==> config.mk <==
export PLATFORM = sky130hd
export DESIGN_NAME = tt_um_sunaofurukawa_cpu_regs_flat
export DESIGN_NICKNAME = d
export VERILOG_FILES = /design/src/rtl/cpu_regs_pkg.sv /design/src/rtl/tt_um_sunaofurukawa_cpu_regs_if.sv /design/src/rtl/cpu_mul_seq.sv /design/src/rtl/tt_um_sunaofurukawa_cpu_regs.sv /design/src/flat_wrapper.sv
export SDC_FILE = /design/constraint.sdc
export NUM_CORES = 1
export LEC_CHECK = 0
export CORE_MARGIN = 5
export CORE_UTILIZATION = 56
export CTS_BUF_LIST = sky130_fd_sc_hd__clkbuf_8
export DETAILED_ROUTE_END_ITERATION = 8
export MAX_ROUTING_LAYER = met4
export PLACE_DENSITY = 0.81
export SYNTH_ARGS = -nofsm -noshare
export SYNTH_HDL_FRONTEND = slang
export SYNTH_SLANG_ARGS = --single-unit
==> constraint.sdc <==
create_clock -name clk -period 3.5 [get_ports clk]
set_input_delay 0.7 -clock clk [delete_from_list [all_inputs] [get_ports clk]]
set_output_delay 0.7 -clock clk [all_outputs]
set_load 0.05 [all_outputs]
==> src/rtl/cpu_regs_pkg.sv <==
// cpu_regs_pkg: opcodes, FSM states and flag bit positions shared by the CPU tile
package cpu_regs_pkg;
    localparam logic [3:0] OP_NOP   = 4'h0;
    localparam logic [3:0] OP_ADD   = 4'h1;
    localparam logic [3:0] OP_SUB   = 4'h2;
    localparam logic [3:0] OP_AND   = 4'h3;
    localparam logic [3:0] OP_OR    = 4'h4;
    localparam logic [3:0] OP_NOT   = 4'h5;
    localparam logic [3:0] OP_XOR   = 4'h6;
    localparam logic [3:0] OP_LDI   = 4'h7;
    localparam logic [3:0] OP_ADDI  = 4'h8;
    localparam logic [3:0] OP_SHL   = 4'h9;
    localparam logic [3:0] OP_SHR   = 4'hA;
    localparam logic [3:0] OP_MOV   = 4'hB;
    localparam logic [3:0] OP_MUL   = 4'hC;
    localparam logic [3:0] OP_SHOW  = 4'hD;
    localparam logic [3:0] OP_FLAGS = 4'hE;
    localparam logic [3:0] OP_CLR   = 4'hF;
    typedef enum logic {S_IDLE = 1'b0, S_MUL = 1'b1} state_t;
    localparam int F_Z = 0;
    localparam int F_C = 1;
    localparam int F_N = 2;
endpackage

==> src/rtl/tt_um_sunaofurukawa_cpu_regs_if.sv <==
// tt_um_sunaofurukawa_cpu_regs_if: TinyTapeout pin bundle of the CPU tile
interface tt_um_sunaofurukawa_cpu_regs_if;
    logic       ena;
    logic [7:0] ui_in;
    logic [7:0] uio_in;
    logic [7:0] uo_out;
    logic [7:0] uio_out;
    logic [7:0] uio_oe;
    modport master (output ena, ui_in, uio_in, input uo_out, uio_out, uio_oe);
    modport slave (input ena, ui_in, uio_in, output uo_out, uio_out, uio_oe);
endinterface

==> src/rtl/cpu_mul_seq.sv <==
// cpu_mul_seq: shift-add multiplier; lo/hi present the product after the step being taken this cycle
module cpu_mul_seq #(
    parameter int WIDTH = 8
) (
    input  logic             clk,
    input  logic             rst_n,
    input  logic             start,
    input  logic             step,
    input  logic [WIDTH-1:0] a,
    input  logic [WIDTH-1:0] b,
    output logic [WIDTH-1:0] lo,
    output logic [WIDTH-1:0] hi
);
    logic [WIDTH-1:0] mc, acc_hi, acc_lo;
    logic [WIDTH:0]   sum;
    assign sum = {1'b0, acc_hi} + (acc_lo[0] ? {1'b0, mc} : '0);
    assign {hi, lo} = {sum, acc_lo[WIDTH-1:1]};
    always_ff @(posedge clk) begin
        if (!rst_n) begin
            mc     <= '0;
            acc_hi <= '0;
            acc_lo <= '0;
        end else if (start) begin
            mc     <= a;
            acc_hi <= '0;
            acc_lo <= b;
        end else if (step) begin
            {acc_hi, acc_lo} <= {hi, lo};
        end
    end
endmodule

==> src/rtl/tt_um_sunaofurukawa_cpu_regs.sv <==
// tt_um_sunaofurukawa_cpu_regs: register-file CPU tile with immediate bus, flags and sequential MUL
module tt_um_sunaofurukawa_cpu_regs
    import cpu_regs_pkg::*;
#(
    parameter int WIDTH  = 8,
    parameter int NREGS  = 4,
    parameter int MUL_EN = 1
) (
    input logic clk,
    input logic rst_n,
    tt_um_sunaofurukawa_cpu_regs_if.slave io
);
    localparam int IW = (NREGS > 2) ? 2 : 1;
    localparam int CW = $clog2(WIDTH + 1);
    logic             ir_valid;
    logic [3:0]       ir_op;
    logic [1:0]       ir_rd, ir_rs;
    logic [WIDTH-1:0] ir_imm;
    logic [WIDTH-1:0] regs [NREGS];
    logic [2:0]       flags;
    logic [WIDTH-1:0] disp;
    state_t           state, state_n;
    logic [CW-1:0]    cnt, cnt_n;
    logic [WIDTH-1:0] a, b, res, show_val, mul_lo, mul_hi;
    logic             cy, wr, clr, show, mul_start, mul_step, busy;
    assign a = regs[ir_rd[IW-1:0]];
    assign b = regs[ir_rs[IW-1:0]];
    // the final MUL step writes back on the same edge the next instruction is captured
    assign busy = (state == S_MUL && cnt != CW'(1)) || (ir_valid && ir_op == OP_MUL && MUL_EN != 0);
    assign io.uo_out  = 8'(disp);
    assign io.uio_out = '0;
    assign io.uio_oe  = '0;
    always_comb begin
        state_n   = state;
        cnt_n     = cnt;
        mul_start = 1'b0;
        mul_step  = 1'b0;
        res       = '0;
        cy        = 1'b0;
        wr        = 1'b0;
        clr       = 1'b0;
        show      = 1'b0;
        show_val  = '0;
        if (state == S_MUL) begin
            mul_step = 1'b1;
            cnt_n    = cnt - CW'(1);
            if (cnt == CW'(1)) begin
                state_n = S_IDLE;
                wr      = 1'b1;
                res     = mul_lo;
                cy      = |mul_hi;
            end
        end else if (ir_valid) begin
            case (ir_op)
                OP_ADD:   begin {cy, res} = {1'b0, a} + {1'b0, b}; wr = 1'b1; end
                OP_SUB:   begin {cy, res} = {1'b0, a} - {1'b0, b}; wr = 1'b1; end
                OP_AND:   begin res = a & b; wr = 1'b1; end
                OP_OR:    begin res = a | b; wr = 1'b1; end
                OP_NOT:   begin res = ~a; wr = 1'b1; end
                OP_XOR:   begin res = a ^ b; wr = 1'b1; end
                OP_LDI:   begin res = ir_imm; wr = 1'b1; end
                OP_ADDI:  begin {cy, res} = {1'b0, a} + {1'b0, ir_imm}; wr = 1'b1; end
                OP_SHL:   begin {cy, res} = {a, 1'b0}; wr = 1'b1; end
                OP_SHR:   begin {res, cy} = {1'b0, a}; wr = 1'b1; end
                OP_MOV:   begin res = b; wr = 1'b1; end
                OP_MUL:   if (MUL_EN != 0) begin state_n = S_MUL; cnt_n = CW'(WIDTH); mul_start = 1'b1; end
                OP_SHOW:  begin show = 1'b1; show_val = a; end
                OP_FLAGS: begin show = 1'b1; show_val = WIDTH'(flags); end
                OP_CLR:   clr = 1'b1;
                default:  ;
            endcase
        end
    end
    always_ff @(posedge clk) begin
        if (!rst_n) begin
            ir_valid <= 1'b0;
            ir_op    <= '0;
            ir_rd    <= '0;
            ir_rs    <= '0;
            ir_imm   <= '0;
            for (int i = 0; i < NREGS; i++) regs[i] <= '0;
            flags    <= '0;
            disp     <= '0;
            state    <= S_IDLE;
            cnt      <= '0;
        end else if (io.ena) begin
            ir_valid <= !busy;
            if (!busy) begin
                ir_op  <= io.ui_in[3:0];
                ir_rd  <= io.ui_in[5:4];
                ir_rs  <= io.ui_in[7:6];
                ir_imm <= io.uio_in[WIDTH-1:0];
            end
            state <= state_n;
            cnt   <= cnt_n;
            if (clr) for (int i = 0; i < NREGS; i++) regs[i] <= '0;
            if (wr) begin
                regs[ir_rd[IW-1:0]] <= res;
                disp                <= res;
                flags[F_Z]          <= ~|res;
                flags[F_C]          <= cy;
                flags[F_N]          <= res[WIDTH-1];
            end
            if (show) disp <= show_val;
        end
    end
    if (MUL_EN != 0) begin : g_mul
        cpu_mul_seq #(.WIDTH(WIDTH)) u_mul (
            .clk  (clk),
            .rst_n(rst_n),
            .start(io.ena && mul_start),
            .step (io.ena && mul_step),
            .a    (a),
            .b    (b),
            .lo   (mul_lo),
            .hi   (mul_hi)
        );
    end else begin : g_nomul
        assign mul_lo = '0;
        assign mul_hi = '0;
    end
endmodule

==> src/flat_wrapper.sv <==
// flat-port wrapper written by rule: the top's interface ports become plain ports
module tt_um_sunaofurukawa_cpu_regs_flat import cpu_regs_pkg::*;
#(
    parameter int WIDTH  = 8,
    parameter int NREGS  = 4,
    parameter int MUL_EN = 1
)
  (clk, rst_n, io_ena, io_ui_in, io_uio_in, io_uo_out, io_uio_out, io_uio_oe);
  tt_um_sunaofurukawa_cpu_regs_if io_i ();
  input logic clk;
  input logic rst_n;
  input wire logic [$bits(io_i.ena)-1:0] io_ena;
  input wire logic [$bits(io_i.ui_in)-1:0] io_ui_in;
  input wire logic [$bits(io_i.uio_in)-1:0] io_uio_in;
  output wire logic [$bits(io_i.uo_out)-1:0] io_uo_out;
  output wire logic [$bits(io_i.uio_out)-1:0] io_uio_out;
  output wire logic [$bits(io_i.uio_oe)-1:0] io_uio_oe;
  assign io_i.ena = io_ena;
  assign io_i.ui_in = io_ui_in;
  assign io_i.uio_in = io_uio_in;
  assign io_uo_out = io_i.uo_out;
  assign io_uio_out = io_i.uio_out;
  assign io_uio_oe = io_i.uio_oe;
  tt_um_sunaofurukawa_cpu_regs #(.WIDTH(WIDTH), .NREGS(NREGS), .MUL_EN(MUL_EN)) u_core (.clk(clk), .rst_n(rst_n), .io(io_i));
endmodule
==> impl_metrics.ini, run 1 <==
[run_status]
status = finished, final reports clean

[global_routing]
grt_max_degree = 36
grt-ovfl-total = 0
grt_pass1_wl_mm = 32.07
track_usage_pct = 29.60
grt_pass1_vias = 5896
grt_antenna_before_repair = 0

[cells_and_area]
final_common_cell = nor2_1
most-common-layout-cells = 73 x nor2_1, 66 x buf_4, 62 x nand2_1
multi_input_area_mm2 = 0.004079
nFillCells = 912
layout.nets = 867
fin_util_pct = 66.37
syn_to_final_growth_pct = 16.00
drive_above_1_share_pct = 14.80
ff_latch_area_mm2 = 0.002183
diodes = 0

[route]
ant_nets = 0
firstDrtPassIters = 5
drtIter0Drc = 628
wirelength_mm = 20.43
vias = 6089
vias_per_cell = 6.430
drc = 0
wl_per_cell_um = 21.57

[synthesis]
synth.distinct_cells = 70
synth-edff-count = 32
seq_area_frac_synth_pct = 33.26
syn_avg_cell_area_um2 = 8.976
synth_seq_cells = 93
synthCells = 731
async_flop_share_pct = 0
ys_warn_count = 0
synth.cell_area_mm2 = 0.006561
ys.flop_type = dfxtp_1

[clock_network]
clk_latency_ps = 380
cts_tree = built
hold_buffers = 0
cts.sinks = 93
clockBufferDepth = 2
cts_made_buffers = 9
clk_pin_slew_worst_paths_ps = 100
root_buffer = clkbuf_8
htreeDepth = 3
post_cts_buffers = 0

[setup_path]
crit_path_start_kind = register
worstSetupEndpointType = register
critPathKind = reg2reg
critPathMaxStageDelay_ps = 550
reg2reg_depth = 12
crit_cells = 12
path_buf_inv = 3
path_max_fanout = 5
reg2reg_setup_slack_ps = 130
cp_cell_sequence = buf_4 -> buf_12 -> mux4_2 -> ha_1 -> nand2b_1 -> o22ai_1 -> a22oi_2 -> o21ai_1 -> or4_4 -> o32ai_4 -> buf_6 -> nor2_1
required_ps = 3630
arrival_ps = 3490
cpMaxStageDelayCell = mux4_2
crit_family = simple AND/OR/NAND/NOR gates
r2r-end = u_core.regs[1][6]$_SDFFCE_PN0P_

[power_and_ir_drop]
power.density_mw_per_mm2 = 381.6
p_leak_uw = 0.003118
vdd_drop_max_uv = 466.4
finalPower_uw = 2905

[sta]
post-route-min-period_ps = 3366
hold_violations = 0
worstMarginPinSlew_ps = 1095
slew_violations = 0
rsz0062_at_grt = false
tns_ps = 0
fin_skew_ps = 15.70
timing.slew.headroom_pct = 26.49
fmax_mhz = 297.1
setup_viol = 0
finalCritPeriodShare_pct = 96.18

[die]
ios = 43
die_h_um = 118.2
start_util_pct = 57.22
rows = 39
design.core.area_mm2 = 0.01147
die_w_um = 118.2
die_area_mm2 = 0.01398

[placed_design]
place.gp.congestion = 1.075
dp_hpwl_mm = 15.67
portBuffers = 26

[hold_path]
holdPathStages = 2
hold_start = u_core.g_mul.u_mul.acc_hi[5]$_SDFFE_PP0P_
min_to = u_core.g_mul.u_mul.acc_hi[5]$_SDFFE_PP0P_
hold_path.class = reg2reg

[run]
cap_viol_max_count = 0
[final cells by class]
cell class	instances	share of cell area, %
Inverter	32	1.578
Sequential cell	93	28.69
Tap cell	143	2.351
Timing Repair Buffer	95	10.60
Multi-Input combinational cell	568	53.59
Clock inverter	7	1.562
Clock buffer	9	1.627
[what timing repair did]
action                     CTS  global route
gates resized for setup      3            10
cloned                       0             0
setup endpoints to repair   12            28
[how the worst max path moves through the flow]
stage	start	end	slack (ps)
floorplan	register	u_core.regs[0][4]$_SDFFCE_PN0P_	10
global placement	register	u_core.regs[1][7]$_SDFFCE_PN0P_	-80
detailed placement	register	u_core.regs[3][7]$_SDFFCE_PN0P_	-110
CTS	register	u_core.regs[1][6]$_SDFFCE_PN0P_	10
global route	u_core.regs[0][0]$_SDFFCE_PN0P_	u_core.regs[1][4]$_SDFFCE_PN0P_	20
finish	register	u_core.regs[1][6]$_SDFFCE_PN0P_	130
[registers in the layout, summed over array words and instances (netlist names), named ones only]
register	count
u_core.g_mul.u_mul.acc_hi	8
u_core.ir_rs	2
u_core.g_mul.u_mul.acc_lo	8
u_core.cnt	4
u_core.ir_valid	1
u_core.ir_rd	2
u_core.ir_op	4
u_core.state	1
u_core.flags	3
u_core.g_mul.u_mul.mc	8
u_core.regs	32
u_core.io.uo_out	8
u_core.ir_imm	8
[cell usage after synthesis (4+ instances only)]
| master | number | share of area, % |
|---|---|---|
| nor2_1 | 74 | 4.2 |
| nand2_1 | 62 | 3.5 |
| dfxtp_1 | 61 | 19 |
| ha_1 | 45 | 8.6 |
| a21oi_1 | 41 | 3.1 |
| edfxtp_1 | 32 | 15 |
| inv_1 | 32 | 1.8 |
| o21ai_0 | 31 | 2.4 |
| nor2b_1 | 29 | 2.8 |
| mux2i_1 | 26 | 4.0 |
| clkbuf_1 | 25 | 1.4 |
| nor3_1 | 17 | 1.3 |
| buf_4 | 16 | 1.8 |
| and2_1 | 15 | 1.4 |
| nand3_1 | 15 | 1.1 |
| a22oi_1 | 12 | 1.4 |
| mux4_2 | 12 | 4.1 |
| o21a_1 | 12 | 1.4 |
| a31oi_1 | 11 | 1.0 |
| o211ai_1 | 11 | 1.3 |
| a211oi_1 | 9 | 1.0 |
| nand2b_1 | 9 | 0.86 |
| o22ai_1 | 9 | 0.86 |
| buf_2 | 8 | 0.61 |
| o211a_1 | 8 | 1.2 |
| nand4_1 | 6 | 0.57 |
| nor4_1 | 6 | 0.57 |
| xnor2_1 | 6 | 0.80 |
| a21boi_0 | 5 | 0.57 |
| nand3b_1 | 5 | 0.57 |
| or3_1 | 5 | 0.48 |
| fa_1 | 4 | 1.2 |
| mux4_1 | 4 | 1.6 |
| o21ai_1 | 4 | 0.31 |
| o31ai_1 | 4 | 0.46 |
| xor2_1 | 4 | 0.53 |
[metrics by stage]
| stage | instances | cell area, µm² | worst slack [ps] | hold WS, ps |
|---|---|---|---|---|
| after floorplan | 746 | 6618 | 11.74 | 437.5 |
| after global placement | 931 | 7331 | -79.11 | 447.3 |
| after detailed placement | 931 | 7331 | -112.0 | 458.6 |
| after CTS | 947 | 7580 | 12.74 | 474.1 |
| after global routing | 947 | 7611 | 21.20 | 504.2 |
| final | 947 | 7611 | 133.6 | 470.7 |
[cells by family (layout without fill, tap and decap cells)]
family	Yosys count	after routing	share of synthesized area, %
buffers and inverters	85	143	6.064
adder cells (fa/ha/maj)	49	49	9.802
flip-flops	93	93	33.26
other	1	16	0.05715
XOR/XNOR	10	10	1.335
AO/OA/AOI/OAI	187	187	19.41
multiplexers	43	43	9.859
AND/OR/NAND/NOR	263	263	20.21
[worst register-to-register path: cells and delay by family, from the launching register on]
family                     cells  cell delay [ps]
and+or+nand+nor                3              710
AOI/OAI and AO/OA              4              670
muxes                          1              560
buffers and inverters          3              440
adders and majority gates      1              380
DFF                            1              370
[routing by layer]
layer / part of all wire, % / wire length, µm / vias up / track usage, %
met5: 0 / 0 / - / -
met4: 2.5 / 514 / 0 / 9.247
met3: 9.0 / 1841 / 44 / 6.447
met2: 48 / 9884 / 318 / 47.26
met1: 40 / 8190 / 2938 / 37.71
li1: - / - / 2789 / -
[power breakdown]
part	internal (µW)	switching, µW	leakage [µW]	total (µW)
Combinational	333	486	0.00217	819
Clock	478	417	0.000121	895
Sequential	1150	37.0	0.000828	1190
Total	1960	940	0.00312	2900
Note: power is estimated with default switching activity, not from simulation.
==> run 2, diff against run 1 <==
==> constraint.sdc (replaced) <==
create_clock -name clk -period 2.9 [get_ports clk]
set_input_delay 0.58 -clock clk [delete_from_list [all_inputs] [get_ports clk]]
set_output_delay 0.58 -clock clk [all_outputs]
set_load 0.05 [all_outputs]
==> impl_metrics.ini, run 2 (synthesis gave the netlist of run 1 again) <==
[setup_path]
critPathMaxStageDelay_ps = 590
crit_path_frequent_cell = buf_4
cpMaxStageDelayCell = mux4_2
path_max_fanout = 6
arrival_ps = 3460
required_ps = 3030
cp_cell_sequence = buf_12 -> mux4_2 -> buf_4 -> ha_4 -> a21oi_1 -> a21boi_2 -> buf_4 -> a31oi_2 -> o22ai_1 -> o32ai_4 -> buf_6 -> nor2_1
worstSetupEndpointType = register
critPathKind = reg2reg
crit_path_start_kind = register

[die]
rows = 39
start_util_pct = 57.22
die_area_mm2 = 0.01398
die_w_um = 118.2
design.core.area_mm2 = 0.01147
ios = 43
die_h_um = 118.2

[sta]
tns_ps = -12100
rsz0062_at_grt = true
fin_skew_ps = 22.50
post-route-min-period_ps = 3329
slew_violations = 0
finalCritPeriodShare_pct = 114.8
worstMarginPinSlew_ps = 836.9
setup_viol = 38
timing.slew.headroom_pct = 44.20
fmax_mhz = 300.4
hold_violations = 0
finalWorstSetupSlack_ps = -429.4

[cells_and_area]
layout.cells.non_filler = 1042
nFillCells = 710
largest-register = u_core.regs
fin_util_pct = 77.65
diodes = 0
multi_input_area_mm2 = 0.004588
ff_latch_area_mm2 = 0.002187
design_area_mm2 = 0.008905
syn_to_final_growth_pct = 35.72
largest_register_ffs = 32
final_common_cell = buf_4
drive_above_1_share_pct = 34.04
most-common-layout-cells = 142 x buf_4, 61 x nand2_1, 59 x dfxtp_1
layout.nets = 962

[route]
wirelength_mm = 25.36
drc = 0
vias_per_cell = 6.662
ant_nets = 0
vias = 6942
drtIter0Drc = 1029
firstDrtPassIters = 6
wl_per_cell_um = 24.33

[global_routing]
grt_pass1_wl_mm = 36.92
grt-ovfl-total = 0
grt_antenna_before_repair = 0
grt_pass1_vias = 6623
grt_max_degree = 39
track_usage_pct = 34.33

[clock_network]
clk_pin_slew_worst_paths_ps = 110
hold_buffers = 0
cts_tree = built
clk_latency_ps = 390
cts_made_buffers = 9
root_buffer = clkbuf_8
htreeDepth = 3
cts.sinks = 93
clockBufferDepth = 2

[placed_design]
placed_area_mm2 = 0.007910
dp_hpwl_mm = 16.94
dp_cells = 995
portBuffers = 26
place.gp.congestion = 0.9847

[run]
cap_viol_max_count = 0

[power_and_ir_drop]
finalPower_uw = 3849
vdd_drop_max_uv = 539.5
power.density_mw_per_mm2 = 432.3
p_leak_uw = 0.003619

[hold_path]
hold_path.class = reg2reg

[run_status]
status = finished with violations
violations = negative setup slack
run 2: cell count changes in the layout (fill, tap and decap cells not counted), moves of 9 or more:
cell	change
nor2_2	+17
inv_1	-10
buf_4	+76
inv_2	+9
nor2_1	-23
o21ai_0	-9
ha_1	-19
ha_4	+16
buf_6	+17
run 2: worst paths after layout:
kind / start / to / slack, ps / cells past startpoint
max reg2reg: register / u_core.regs[0][6]$_SDFFCE_PN0P_ / -430 / 12
min reg2reg: u_core.g_mul.u_mul.acc_hi[0]$_SDFFE_PP0P_ / u_core.g_mul.u_mul.acc_hi[0]$_SDFFE_PP0P_ / 470 / 2
min: u_core.g_mul.u_mul.acc_hi[0]$_SDFFE_PP0P_ / u_core.g_mul.u_mul.acc_hi[0]$_SDFFE_PP0P_ / 470 / 2
max: register / u_core.regs[0][6]$_SDFFCE_PN0P_ / -430 / 12
run 2: power by group:
part           switching, µW  leakage [µW]  internal [µW]
Combinational            747       0.00268            651
Sequential              61.0      0.000829           1390
Clock                    508      0.000110            489
run 2: metal layers:
metal  routed length [µm]  vias to the layer above  global-route usage (%)  part of all wire [%]
met5                    0                        -                       -                     0
met4                 1821                        0                   16.20                   7.2
met3                 2816                      158                   4.967                    11
met2                11500                      563                   53.94                    45
met1                 9214                     3251                   43.77                    36
li1                     -                     2970                       -                     -
run 2: through the flow:
| stage | hold slack (ps) | setup WS [ps] |
|---|---|---|
| finish | 468.5 | -429.4 |
| global route | 505.9 | -505.6 |
| CTS | 476.3 | -343.5 |
| detailed placement | 456.9 | -533.7 |
| global placement | 448.2 | -448.7 |
| floorplan | 436.6 | -67.71 |
run 2: timing repair:
action                                 in CTS  in global routing
resized for setup                          77                 55
setup buffers                              22                  9
setup endpoints to repair                  38                 42
pin swaps                                  34                 29
endpoints found under the hold margin       0                  0
run 2: final cells by class:
type                       count  area share, %
timing repair buffer         190          18.07
clock buffer                   9          1.391
tap                          143          2.009
sequential                    93          24.56
inverter                      32          1.377
clock inverter                 7          1.068
multi-input combinational    568          51.52
run 2: worst max-delay path: cells and delay by family, from the launching register on:
kind,cells,cell delay [ps]
adders and majority gates,1,270
buffers and inverters,4,650
DFF,1,420
muxes,1,590
AOI/OAI and AO/OA,5,1070
and+or+nand+nor,1,50
==> run 3, diff against run 2 <==
--- a/config.mk
+++ b/config.mk
@@ -11,6 +11,7 @@
 export DETAILED_ROUTE_END_ITERATION = 8
 export MAX_ROUTING_LAYER = met4
 export PLACE_DENSITY = 0.81
+export REMOVE_ABC_BUFFERS = 1
 export SYNTH_ARGS = -nofsm -noshare
 export SYNTH_HDL_FRONTEND = slang
 export SYNTH_SLANG_ARGS = --single-unit
==> impl_metrics.ini, run 3 (synthesis gave the netlist of run 1 again) <==
[die]
die_area_mm2 = 0.01398
die_h_um = 118.2
ios = 43
rows = 39
start_util_pct = 57.22
die_w_um = 118.2
design.core.area_mm2 = 0.01147

[global_routing]
grt_max_degree = 33
grt_antenna_before_repair = 0
track_usage_pct = 34.65
grt-ovfl-total = 0
grt_pass1_wl_mm = 36.98
grt_pass1_vias = 6646

[setup_path]
cp_cell_sequence = buf_6 -> mux4_2 -> ha_1 -> a21oi_2 -> o22ai_2 -> a22oi_2 -> o21ai_1 -> or4_4 -> o32ai_4 -> buf_6 -> nor2_2
critPathMaxStageDelay_ps = 630
path_max_fanout = 5
required_ps = 3070
reg2reg_setup_slack_ps = -400
crit_path_frequent_cell = buf_6
crit_path_start_kind = register
cpMaxStageDelayCell = mux4_2
arrival_ps = 3470
critPathKind = reg2reg
worstSetupEndpointType = register

[route]
wirelength_mm = 24.65
vias_per_cell = 6.438
vias = 6689
drtIter0Drc = 809
ant_nets = 0
wl_per_cell_um = 23.72
drc = 0
firstDrtPassIters = 5

[clock_network]
htreeDepth = 3
root_buffer = clkbuf_8
clockBufferDepth = 2
cts.sinks = 93
clk_pin_slew_worst_paths_ps = 110
clk_latency_ps = 410
cts_tree = built
cts_made_buffers = 9

[sta]
fmax_mhz = 302.9
setup_viol = 38
timing.slew.headroom_pct = 49.57
finalWorstSetupSlack_ps = -401.4
slew_violations = 0
post-route-min-period_ps = 3301
fin_skew_ps = 17.93
finalCritPeriodShare_pct = 113.8
worstMarginPinSlew_ps = 755.5
hold_violations = 0
rsz0062_at_grt = true
tns_ps = -9955

[placed_design]
placed_area_mm2 = 0.007823
post-place-ws_ps = -648.1
portBuffers = 26
dp_hpwl_mm = 17.30
place.gp.congestion = 0.9799

[cells_and_area]
largest_register_ffs = 32
design_area_mm2 = 0.008889
layout.nets = 959
fin_util_pct = 77.51
drive_above_1_share_pct = 33.26
diodes = 0
most-common-layout-cells = 137 x buf_4, 62 x nand2_1, 59 x dfxtp_1
final_common_cell = buf_4
largest-register = u_core.regs
syn_to_final_growth_pct = 35.47

[hold_path]
hold_path.class = reg2reg
hold_start = u_core.g_mul.u_mul.acc_hi[4]$_SDFFE_PP0P_

[power_and_ir_drop]
p_leak_uw = 0.003639
power.density_mw_per_mm2 = 429.7
finalPower_uw = 3820
vdd_drop_max_uv = 562.5

[run]
cap_viol_max_count = 0

[run_status]
violations = negative setup slack
status = finished with violations
run 3: cell types whose count changed in the layout (fill, tap and decap cells not counted), moves of 4 or more:
| cell | delta |
|---|---|
| nor2_1 | +6 |
| a21oi_2 | +5 |
| nor2_2 | -6 |
| buf_6 | +4 |
| buf_4 | -5 |
| a21oi_1 | -5 |
run 3: through the flow:
stage                     std cells  hold slack (ps)
final                          1039            464.1
after floorplan                 693            437.5
after global routing           1039            501.9
after global placement          999            447.7
after detailed placement        999            455.1
after CTS                      1036            469.0
run 3: area by class of cell:
cell class	instances	area, µm²
clock buffers	9	123.9
fillers	760	2579
clock inverters	7	95.09
repair buffers	187	1572
multi-input cells	568	4607
flip-flops and latches	93	2190
well taps	143	178.9
inverters	32	122.6
run 3: routing by layer:
layer | part of all wire (%) | vias to the layer above | track usage (%)
met5 | 0 | - | -
li1 | - | 2974 | -
met1 | 38 | 3189 | 42.17
met2 | 49 | 429 | 56.86
met3 | 8.5 | 97 | 5.492
met4 | 4.6 | 0 | 15.41
run 3: report_power, final:
part | internal [µW] | switching (µW)
logic | 632 | 733
registers | 1390 | 60.2
clock network | 427 | 576
run 3: path summary, 6_finish.rpt:
| kind | cells after the start | to |
|---|---|---|
| worst min-delay path | 2 | u_core.g_mul.u_mul.acc_hi[4]$_SDFFE_PP0P_ |
| worst max-delay path | 11 | u_core.regs[2][6]$_SDFFCE_PN0P_ |
| worst max register to register | 11 | u_core.regs[2][6]$_SDFFCE_PN0P_ |
| worst min register to register | 2 | u_core.g_mul.u_mul.acc_hi[4]$_SDFFE_PP0P_ |
run 3: timing repair:
item	in CTS	in global routing
endpoints found under the setup margin	38	43
resized for setup	136	29
pin swaps	40	25
hold buffers	0	0
setup buffers	24	5
cloned	0	0
run 3: worst max-delay path, delay by kind of cell, from the launching register on:
kind	cells	cell delay, ps
AOI/OAI and AO/OA	5	810
adders and majority gates	1	270
buffers and inverters	2	350
DFF	1	390
muxes	1	630
and+or+nand+nor	2	610
